[src/rtl/bf_run_ctrl_pkg.sv]
// Shared widths, limits and state encoding for the run controller.
package bf_run_ctrl_pkg;

  localparam int unsigned CADDR_WIDTH = 13;
  localparam int unsigned DADDR_WIDTH = 15;
  localparam int unsigned DATA_WIDTH  = 8;
  // One bit wider than the code address so a full 8192-byte program fits.
  localparam int unsigned PLEN_WIDTH  = CADDR_WIDTH + 1;
  localparam int unsigned ST_WIDTH    = 3;

  localparam logic [CADDR_WIDTH-1:0] CODE_LAST = '1;
  localparam logic [DADDR_WIDTH-1:0] CLR_LAST  = '1;

  localparam logic [ST_WIDTH-1:0] ST_IDLE  = 3'd0;
  localparam logic [ST_WIDTH-1:0] ST_LOAD  = 3'd1;
  localparam logic [ST_WIDTH-1:0] ST_CLEAR = 3'd2;
  localparam logic [ST_WIDTH-1:0] ST_RUN   = 3'd3;
  localparam logic [ST_WIDTH-1:0] ST_DONE  = 3'd4;

  // Any state other than IDLE counts as busy.
  function automatic logic st_busy(input logic [ST_WIDTH-1:0] st);
    return (st != ST_IDLE);
  endfunction

endpackage

[src/rtl/bf_run_ctrl.sv]
// Program loader / tape clearer / run sequencer for the BF core.
module bf_run_ctrl
  import bf_run_ctrl_pkg::*;
(
  input  logic                   clk,
  input  logic                   resetq,
  input  logic                   ld_valid,
  output logic                   ld_ready,
  input  logic [DATA_WIDTH-1:0]  ld_data,
  input  logic                   ld_last,
  input  logic                   start,
  input  logic                   abort,
  output logic                   busy,
  output logic                   done,
  output logic                   code_we,
  output logic [CADDR_WIDTH-1:0] code_waddr,
  output logic [DATA_WIDTH-1:0]  code_wdata,
  output logic                   core_resetq,
  input  logic [CADDR_WIDTH-1:0] core_code_addr,
  input  logic [DADDR_WIDTH-1:0] core_mem_addr,
  input  logic                   core_mem_wr,
  input  logic [DATA_WIDTH-1:0]  core_mem_dout,
  output logic [DADDR_WIDTH-1:0] tape_addr,
  output logic                   tape_we,
  output logic [DATA_WIDTH-1:0]  tape_wdata
);

  logic [ST_WIDTH-1:0]    r_state;
  logic [CADDR_WIDTH-1:0] r_ld_cnt;
  logic [PLEN_WIDTH-1:0]  r_prog_len;
  logic [DADDR_WIDTH-1:0] r_clr_cnt;
  logic                   r_core_resetq;

  logic [ST_WIDTH-1:0]    w_nxt_state;
  logic [CADDR_WIDTH-1:0] w_nxt_ld_cnt;
  logic [PLEN_WIDTH-1:0]  w_nxt_prog_len;
  logic [DADDR_WIDTH-1:0] w_nxt_clr_cnt;
  logic [CADDR_WIDTH-1:0] w_code_waddr;
  logic                   w_ld_ready;
  logic                   w_beat;
  logic                   w_clear;
  logic                   w_run;
  logic                   w_prog_end;

  // Abort blocks the loader so a beat can never race an abort.
  assign w_ld_ready = ((r_state == ST_IDLE) || (r_state == ST_LOAD)) && !abort;
  assign w_beat     = ld_valid && w_ld_ready;
  assign w_clear    = (r_state == ST_CLEAR);
  assign w_run      = (r_state == ST_RUN);
  assign w_prog_end = (PLEN_WIDTH'(core_code_addr) == r_prog_len);

  // Next-state and datapath update decisions.
  always_comb begin
    w_nxt_state    = r_state;
    w_nxt_ld_cnt   = r_ld_cnt;
    w_nxt_prog_len = r_prog_len;
    w_nxt_clr_cnt  = '0;
    w_code_waddr   = r_ld_cnt;
    case (r_state)
      ST_IDLE: begin
        // A new program always starts at code address 0.
        w_code_waddr = '0;
        if (w_beat) begin
          w_nxt_ld_cnt = CADDR_WIDTH'(1);
          if (ld_last) begin
            w_nxt_prog_len = PLEN_WIDTH'(1);
            w_nxt_state    = ST_CLEAR;
          end else begin
            w_nxt_state    = ST_LOAD;
          end
        end else if (start && !abort && (r_prog_len != '0)) begin
          w_nxt_state = ST_CLEAR;
        end
      end
      ST_LOAD: begin
        if (abort) begin
          w_nxt_prog_len = '0;
          w_nxt_state    = ST_IDLE;
        end else if (w_beat) begin
          w_nxt_ld_cnt = CADDR_WIDTH'(r_ld_cnt + CADDR_WIDTH'(1));
          // The last code address ends the program even without ld_last.
          if (ld_last || (r_ld_cnt == CODE_LAST)) begin
            w_nxt_prog_len = PLEN_WIDTH'(r_ld_cnt) + PLEN_WIDTH'(1);
            w_nxt_state    = ST_CLEAR;
          end
        end
      end
      ST_CLEAR: begin
        if (abort) begin
          w_nxt_state = ST_IDLE;
        end else if (r_clr_cnt == CLR_LAST) begin
          w_nxt_state = ST_RUN;
        end else begin
          w_nxt_clr_cnt = DADDR_WIDTH'(r_clr_cnt + DADDR_WIDTH'(1));
        end
      end
      ST_RUN: begin
        if (abort) begin
          w_nxt_state = ST_IDLE;
        end else if (w_prog_end) begin
          w_nxt_state = ST_DONE;
        end
      end
      ST_DONE: begin
        w_nxt_state = ST_IDLE;
      end
      default: begin
        w_nxt_state = ST_IDLE;
      end
    endcase
  end

  // State and datapath registers; core reset follows the next state.
  always_ff @(posedge clk or negedge resetq) begin
    if (!resetq) begin
      r_state       <= ST_IDLE;
      r_ld_cnt      <= '0;
      r_prog_len    <= '0;
      r_clr_cnt     <= '0;
      r_core_resetq <= 1'b0;
    end else begin
      r_state       <= w_nxt_state;
      r_ld_cnt      <= w_nxt_ld_cnt;
      r_prog_len    <= w_nxt_prog_len;
      r_clr_cnt     <= w_nxt_clr_cnt;
      r_core_resetq <= (w_nxt_state == ST_RUN);
    end
  end

  assign ld_ready    = w_ld_ready;
  assign busy        = st_busy(r_state);
  assign done        = (r_state == ST_DONE);
  assign core_resetq = r_core_resetq;

  assign code_we     = w_beat;
  assign code_waddr  = w_code_waddr;
  assign code_wdata  = ld_data;

  // Tape is zero-filled during CLEAR, otherwise owned by the core.
  assign tape_addr   = w_clear ? r_clr_cnt : core_mem_addr;
  assign tape_wdata  = w_clear ? '0 : core_mem_dout;
  assign tape_we     = w_clear || (w_run && core_mem_wr);

endmodule

[config.mk]
export PLATFORM = sky130hd
export DESIGN_NAME = bf_run_ctrl
export DESIGN_NICKNAME = d
export VERILOG_FILES = /design/src/rtl/bf_run_ctrl_pkg.sv /design/src/rtl/bf_run_ctrl.sv
export SDC_FILE = /design/constraint.sdc
export NUM_CORES = 1
export LEC_CHECK = 0
export CAP_MARGIN = 15
export CORE_UTILIZATION = 25
export DETAILED_ROUTE_END_ITERATION = 8
export GPL_TIMING_DRIVEN = 0
export PLACE_DENSITY_LB_ADDON = 0.2
export SYNTH_ARGS = -nofsm -noshare
export SYNTH_HDL_FRONTEND = slang
export SYNTH_SLANG_ARGS = --single-unit
[constraint.sdc]
create_clock -name clk -period 2.91 [get_ports clk]
set_input_delay 0.7275 -clock clk [delete_from_list [all_inputs] [get_ports clk]]
set_output_delay 0.7275 -clock clk [all_outputs]
set_load 0.01 [all_outputs]
==> flow_metrics.env, run 1 <==
export IMPL_worst_endpoint_arrival_ps=2050
export IMPL_number_of_levels_in_the_clock_h_tree=2
export IMPL_hpwl_um=6460
export IMPL_async_reset_ff_share_pct=100
export IMPL_clock_insertion_delay_worst_skew_ps=290
export IMPL_clockRootBuffer="sky130_fd_sc_hd__clkbuf_16"
export IMPL_synth_cells=324
export IMPL_max_cap_violations=0
export IMPL_globalRouteTotalUtil_pct=13.8
export IMPL_start_util_pct=25.7
export IMPL_die_width_um=113
export IMPL_tritoncts="yes"
export IMPL_numCtsBuffers=5
export IMPL_grt_pass1_vias=2597
export IMPL_row_count=40
export IMPL_cts_hold_fix_buffers=0
export IMPL_fin_crit_sh_pct=95.4
export IMPL_highest_signal_layer="met4"
export IMPL_timing_max_transition_violations_final=0
export IMPL_status="finished clean"
export IMPL_synth_seq_cells=46
export IMPL_setup_violations=0
export IMPL_summed_negative_setup_slack_over_all_endpoints_ps=0
export IMPL_grt_start_max_net_pins=28
export IMPL_critical_path_endpoint_type="output port"
export IMPL_worst_r2r_setup_slack_ps=810
export IMPL_slew_margin_rel_pct=49.9
export IMPL_met1Wirelength_um=3980
export IMPL_ioPinCount=101
export IMPL_routed_wl_um=8560
export IMPL_worst_clock_skew_ps=4.45
export IMPL_detailedRoute_firstIterationViolations=122
export IMPL_cts_num_sinks=46
export IMPL_final_period_minus_worst_setup_slack_ps=2780
export IMPL_place_gp_congestion=0.812
export IMPL_grt_setup_unrepaired="false"
export IMPL_timing_fmax_mhz=360
export IMPL_synth_yosys_seq_area_share_pct=37.2
export IMPL_final_net_count=487
export IMPL_viasPerCell=4.51
export IMPL_hold_violations=0
export IMPL_num_antenna_cells=0
export IMPL_ant_nets=0
export IMPL_clock_buffer_depth=2
export IMPL_min_path_type="input pin to async pin"
export IMPL_netlist_area_um2=3100
export IMPL_port_buffers=90
export IMPL_detailroute_wirelength_met2_um=4060
export IMPL_drt_pass1_iterations=4
export IMPL_route_vias_total=2718
export IMPL_timing_critical_path_fanout_max=10
export IMPL_worst_slew_pin_slew_ps=744
export IMPL_drive_gt1_share_pct=18.4
export IMPL_die_height_um=113
export IMPL_area_growth_syn_to_layout_pct=46.4
export IMPL_grt_first_pass_wirelength_um=13900
export IMPL_wire_length_on_met3_um=395
export IMPL_avgRoutedWirePerCell_um=14.2
export IMPL_syn_nets=377
export IMPL_start_kind="flip-flop"
export IMPL_postSynthAreaPerCell_um2=9.55
export IMPL_grt_ovf=0
export IMPL_detail_route_drc_violations=0
export IMPL_max_vdd_ir_drop_uv=202
export IMPL_cp_data_required_time_ps=2180
export IMPL_power_density_cell_area_nw_per_um2=479
export IMPL_clk_transition_reported_paths_ps=60
export IMPL_setup_crit_path_kind="flip-flop to output port"
export IMPL_synth_cell_type_count=50
export IMPL_design_die_area_um2=12800
export IMPL_initial_antenna_violation_count=0
export IMPL_leakagePower_nw=1.86
export IMPL_core_footprint_um2=12100
export IMPL_r2r_cells=6
export IMPL_synth_edf_count=0
export IMPL_ys_flop_type="sky130_fd_sc_hd__dfrtp_1"
export IMPL_ys_warnings_count=0
export IMPL_finalCoreUtilization_pct=37.6
==> cell usage after synthesis (all sizes together) (3+ instances only) <==
cell type	count	area, um2
a21oi	9	45.0
nand2	23	96.4
clkbuf	3	11.3
nand2b	6	37.5
o31ai	5	37.5
nor2b	20	125
o21ai	20	100
nor3b	3	22.5
dfrtp	46	1150
nor2	28	105
or3	6	37.5
xnor2	26	228
nor3	9	67.6
mux2i	5	50.1
nor4	10	62.6
nand3	10	60.1
nand4	10	83.8
inv	10	40.0
mux2	28	349
or4	5	37.5
buf	19	123
==> path summary, 6_finish.rpt <==
kind / start / to
setup / recovery: r_state[1] / tape_addr[9]
min in group clk: r_clr_cnt[0] / r_clr_cnt[0]
setup reg to reg: r_ld_cnt[0] / r_prog_len[5]
hold / removal: resetq / core_resetq
hold reg to reg: r_clr_cnt[0] / r_clr_cnt[0]
max in group asynchronous: resetq / r_ld_cnt[5]
==> worst max-delay path, cell delays in order, from the launching register on <==
cell and delay [ps]:
sky130_fd_sc_hd__dfrtp_1 320, sky130_fd_sc_hd__buf_2 280, sky130_fd_sc_hd__nand2b_4 120, sky130_fd_sc_hd__nor2_4 160, sky130_fd_sc_hd__buf_6 160, sky130_fd_sc_hd__buf_4 110, sky130_fd_sc_hd__mux2_2 330, sky130_fd_sc_hd__dlygate4sd2_1 280
==> through the flow <==
step	worst slack, ps	std cells	area (um2)	total power [W]	hold slack [ps]
detailed placement	-293	583	4220	0.00144	511
CTS	0.303	595	4450	0.00216	417
finish	134	603	4530	0.00217	400
global placement	-293	582	4210	0.00144	496
global route	12.1	603	4530	0.00229	442
floorplan	628	324	3100	0.00110	432
==> cells by family after synthesis <==
family | Yosys count | share of synthesized area (%)
buffers and inverters | 32 | 5.62
xor gates and xnor gates | 28 | 7.92
muxes | 33 | 12.9
and+or+nand+nor | 135 | 25.2
DFF | 46 | 37.2
adders and majority gates | 2 | 0.808
AOI/OAI and AO/OA | 48 | 10.4
==> report_power, final <==
group	total [W]	internal, W	switching, W
Combinational	0.000806	0.000434	0.000372
Clock	0.000660	0.000406	0.000254
Sequential	0.000705	0.000670	0.0000357
==> state kept, by name, indices dropped and copies added, names as in the netlist <==
signal / cells
r_clr_cnt: 15
r_ld_cnt: 13
core_resetq: 1
r_prog_len: 14
r_state: 3
==> cells in the final DEF (no fill, tap or decap), types with 9 or more instances in the layout <==
cell type                         count
sky130_fd_sc_hd__clkdlybuf4s50_1     73
sky130_fd_sc_hd__dfrtp_1             46
sky130_fd_sc_hd__nor2_1              27
sky130_fd_sc_hd__xnor2_1             26
sky130_fd_sc_hd__buf_4               23
sky130_fd_sc_hd__nand2_1             21
sky130_fd_sc_hd__nor2b_1             20
sky130_fd_sc_hd__o21ai_0             17
sky130_fd_sc_hd__mux2_2              15
sky130_fd_sc_hd__nor4_1              10
sky130_fd_sc_hd__dlygate4sd2_1       10
sky130_fd_sc_hd__inv_1                9
sky130_fd_sc_hd__a21oi_1              9
sky130_fd_sc_hd__mux2_4               9
==> cell type report <==
| type | count | area [um2] |
|---|---|---|
| Buffer | 22 | 159 |
| Clock buffer | 6 | 129 |
| Clock inverter | 2 | 37.5 |
| Fill cell | 1194 | 7530 |
| Inverter | 10 | 40.0 |
| Multi-Input combinational cell | 246 | 1800 |
| Sequential cell | 46 | 1150 |
| Tap cell | 168 | 210 |
| Timing Repair Buffer | 103 | 1010 |
==> routing by layer <==
layer  up-vias  global-route usage [%]
li1       1373                       -
met1      1261                    19.3
met2        76                    22.0
met5         -                       0
met4         0                    3.68
met3         8                    2.25
==> timing repair <==
item | CTS | global route
endpoints found under the setup margin | 39 | 19
buffers inserted | 4 | 8
pin swaps | 2 | 1
resized for setup | 23 | 11
(Power assumes the default switching activity.)
==> inputs of run 2 (changes only) <==
--- a/config.mk
+++ b/config.mk
@@ -7,7 +7,9 @@
 export LEC_CHECK = 0
 export CAP_MARGIN = 15
 export CORE_UTILIZATION = 25
+export CTS_BUF_LIST = sky130_fd_sc_hd__clkbuf_4
 export DETAILED_ROUTE_END_ITERATION = 8
+export GPL_ROUTABILITY_DRIVEN = 0
 export GPL_TIMING_DRIVEN = 0
 export PLACE_DENSITY_LB_ADDON = 0.2
 export SYNTH_ARGS = -nofsm -noshare
==> run 2 against run 1 <==
Effect of this change:
- clock skew increased by 19 ps
- combinational power decreased by 5.0%
- register-to-register slack got worse by 30 ps
- fmax decreased by 0.48%
- final area decreased by 3.2%
- critical path type unchanged
- critical endpoint is now code_waddr[0]
- largest power group unchanged
==> flow_metrics.env, run 2 (synthesis results as in run 1) <==
export IMPL_worst_r2r_setup_slack_ps=780
export IMPL_timing_critical_path_slowest_stage_cell="sky130_fd_sc_hd__clkdlybuf4s50_1"
export IMPL_fill_cells=1218
export IMPL_critPathBufInv=4
export IMPL_timing_fmax_mhz=359
export IMPL_final_period_minus_worst_setup_slack_ps=2790
export IMPL_largest_registers="r_clr_cnt x15, r_prog_len x14, r_ld_cnt x13"
export IMPL_detail_route_drc_violations=0
export IMPL_critical_path_reg2reg_endpoint="r_prog_len[13]"
export IMPL_final_hold_worst_slack_ps=288
export IMPL_core_footprint_um2=12100
export IMPL_dpl_cell_count=583
export IMPL_design_die_area_um2=12800
export IMPL_total_area_of_multi_input_combinational_cells_um2=1800
export IMPL_grt_setup_unrepaired="true"
export IMPL_avgRoutedWirePerCell_um=14.3
export IMPL_final_net_count=479
export IMPL_numCtsBuffers=5
export IMPL_number_of_levels_in_the_clock_h_tree=2
export IMPL_initial_antenna_violation_count=0
export IMPL_min_path_type="input pin to async pin"
export IMPL_r2r_cells=6
export IMPL_route_vias_total=2691
export IMPL_grt_ovf=0
export IMPL_slew_margin_rel_pct=49.5
export IMPL_die_height_um=113
export IMPL_clock_insertion_delay_worst_skew_ps=380
export IMPL_post_place_ws_ps=-293
export IMPL_setup_crit_path_kind="flip-flop to output port"
export IMPL_max_vdd_ir_drop_uv=190
export IMPL_grt_first_pass_wirelength_um=13800
export IMPL_final_common_cell="sky130_fd_sc_hd__clkdlybuf4s50_1"
export IMPL_viasPerCell=4.52
export IMPL_leakagePower_nw=1.74
export IMPL_clk_transition_reported_paths_ps=160
export IMPL_hpwl_um=6460
export IMPL_area_growth_syn_to_layout_pct=41.8
export IMPL_worst_clock_skew_ps=23.3
export IMPL_status="finished clean"
export IMPL_port_buffers=90
export IMPL_routed_wl_um=8520
export IMPL_delay_contributed_by_the_slowest_stage_of_the_critical_path_ps=570
export IMPL_most_common_layout_cells="sky130_fd_sc_hd__clkdlybuf4s50_1, sky130_fd_sc_hd__dfrtp_1, sky130_fd_sc_hd__nor2_1, sky130_fd_sc_hd__xnor2_1, sky130_fd_sc_hd__nand2_1"
export IMPL_fin_crit_sh_pct=95.9
export IMPL_row_count=40
export IMPL_clockRootBuffer="sky130_fd_sc_hd__clkbuf_4"
export IMPL_timing_max_transition_violations_final=0
export IMPL_hold_violations=0
export IMPL_seq_area_um2=1150
export IMPL_drt_pass1_iterations=4
export IMPL_timing_final_ws_setup_ps=121
export IMPL_drive_gt1_share_pct=17.1
export IMPL_cpLargestDelayFamily="buffers and inverters"
export IMPL_globalRouteTotalUtil_pct=13.7
export IMPL_timing_critical_path_fanout_max=10
export IMPL_summed_negative_setup_slack_over_all_endpoints_ps=0
export IMPL_registers_top_by_ff_count="r_clr_cnt"
export IMPL_grt_start_max_net_pins=28
export IMPL_die_width_um=113
export IMPL_grt_pass1_vias=2595
export IMPL_critical_path_cell_chain="clkbuf_4 > buf_6 > nor3_4 > buf_4 > nor2b_1 > clkdlybuf4s50_1"
export IMPL_max_cap_violations=0
export IMPL_cp_data_required_time_ps=2180
export IMPL_largest_register_ffs=15
export IMPL_clock_buffer_depth=2
export IMPL_start_kind="flip-flop"
export IMPL_ioPinCount=101
export IMPL_num_antenna_cells=0
export IMPL_detailedRoute_firstIterationViolations=138
export IMPL_power_density_cell_area_nw_per_um2=432
export IMPL_setup_violations=0
export IMPL_finish_cell_count_without_fillers=595
export IMPL_timing_rr_start="r_ld_cnt[0]"
export IMPL_finalPower_w=0.00190
export IMPL_worst_endpoint_arrival_ps=2060
export IMPL_cts_num_sinks=46
export IMPL_critical_path_endpoint_type="output port"
export IMPL_start_util_pct=25.7
export IMPL_ant_nets=0
export IMPL_tritoncts="yes"
export IMPL_worst_slew_pin_slew_ps=751
==> run 2: through the flow <==
step	instance area [um2]	utilization, %
after detailed placement	4220	35.0
after global placement	4210	34.9
after CTS	4370	36.3
after floorplan	3100	-
after global routing	4390	36.4
final	4390	36.4
==> run 2: routing by layer <==
| layer | share of wire (%) | routed length (um) | track usage (%) | up-vias |
|---|---|---|---|---|
| met1 | 47 | 3970 | 18.9 | 1260 |
| li1 | - | - | - | 1351 |
| met2 | 47 | 4010 | 22.6 | 74 |
| met5 | 0 | 0 | 0 | - |
| met4 | 0.96 | 82 | 2.89 | 0 |
| met3 | 5.4 | 459 | 2.09 | 6 |
==> run 2: power by group <==
group | internal [W] | leakage, nW | total (W) | switching (W)
Sequential | 0.000670 | 0.633 | 0.000706 | 0.0000361
Combinational | 0.000402 | 1.07 | 0.000766 | 0.000364
Clock | 0.000191 | 0.0419 | 0.000424 | 0.000233
==> run 2: layout make-up <==
class	instances	share of cell area, %
well taps	168	4.79
flip-flops and latches	46	26.2
inverters	10	0.912
clock buffers	6	1.03
multi-input cells	246	40.9
clock inverters	2	0.855
repair buffers	95	21.3
plain buffers	22	3.93
==> run 2: worst reg2reg max path: stages, from the launching register on <==
cell and delay [ps]:
sky130_fd_sc_hd__dfrtp_1 480, sky130_fd_sc_hd__ha_1 290, sky130_fd_sc_hd__nand4_2 260, sky130_fd_sc_hd__nor3_4 300, sky130_fd_sc_hd__a32oi_4 190, sky130_fd_sc_hd__buf_6 200
sky130_fd_sc_hd__mux2_4 300
==> run 2: timing repair <==
item | in CTS | in global routing
buffers inserted | 4 | 0
pin swaps | 2 | 1
hold buffers | 0 | 0
endpoints found under the setup margin | 39 | 15
resized for setup | 33 | 6
cloned | 0 | 0
==> run 2: worst max path at each step <==
stage / slack (ps) / depth (start not counted) / startpoint / endpoint
final: 120 / 6 / r_state[0] / code_waddr[0]
after global routing: -2 / 7 / r_state[2] / tape_addr[4]
after CTS: 10 / 7 / r_state[2] / tape_addr[4]
after detailed placement: -290 / 6 / r_state[0] / code_waddr[3]
after global placement: -290 / 1 / resetq / r_ld_cnt[6]
after floorplan: 630 / 5 / r_state[2] / tape_addr[10]
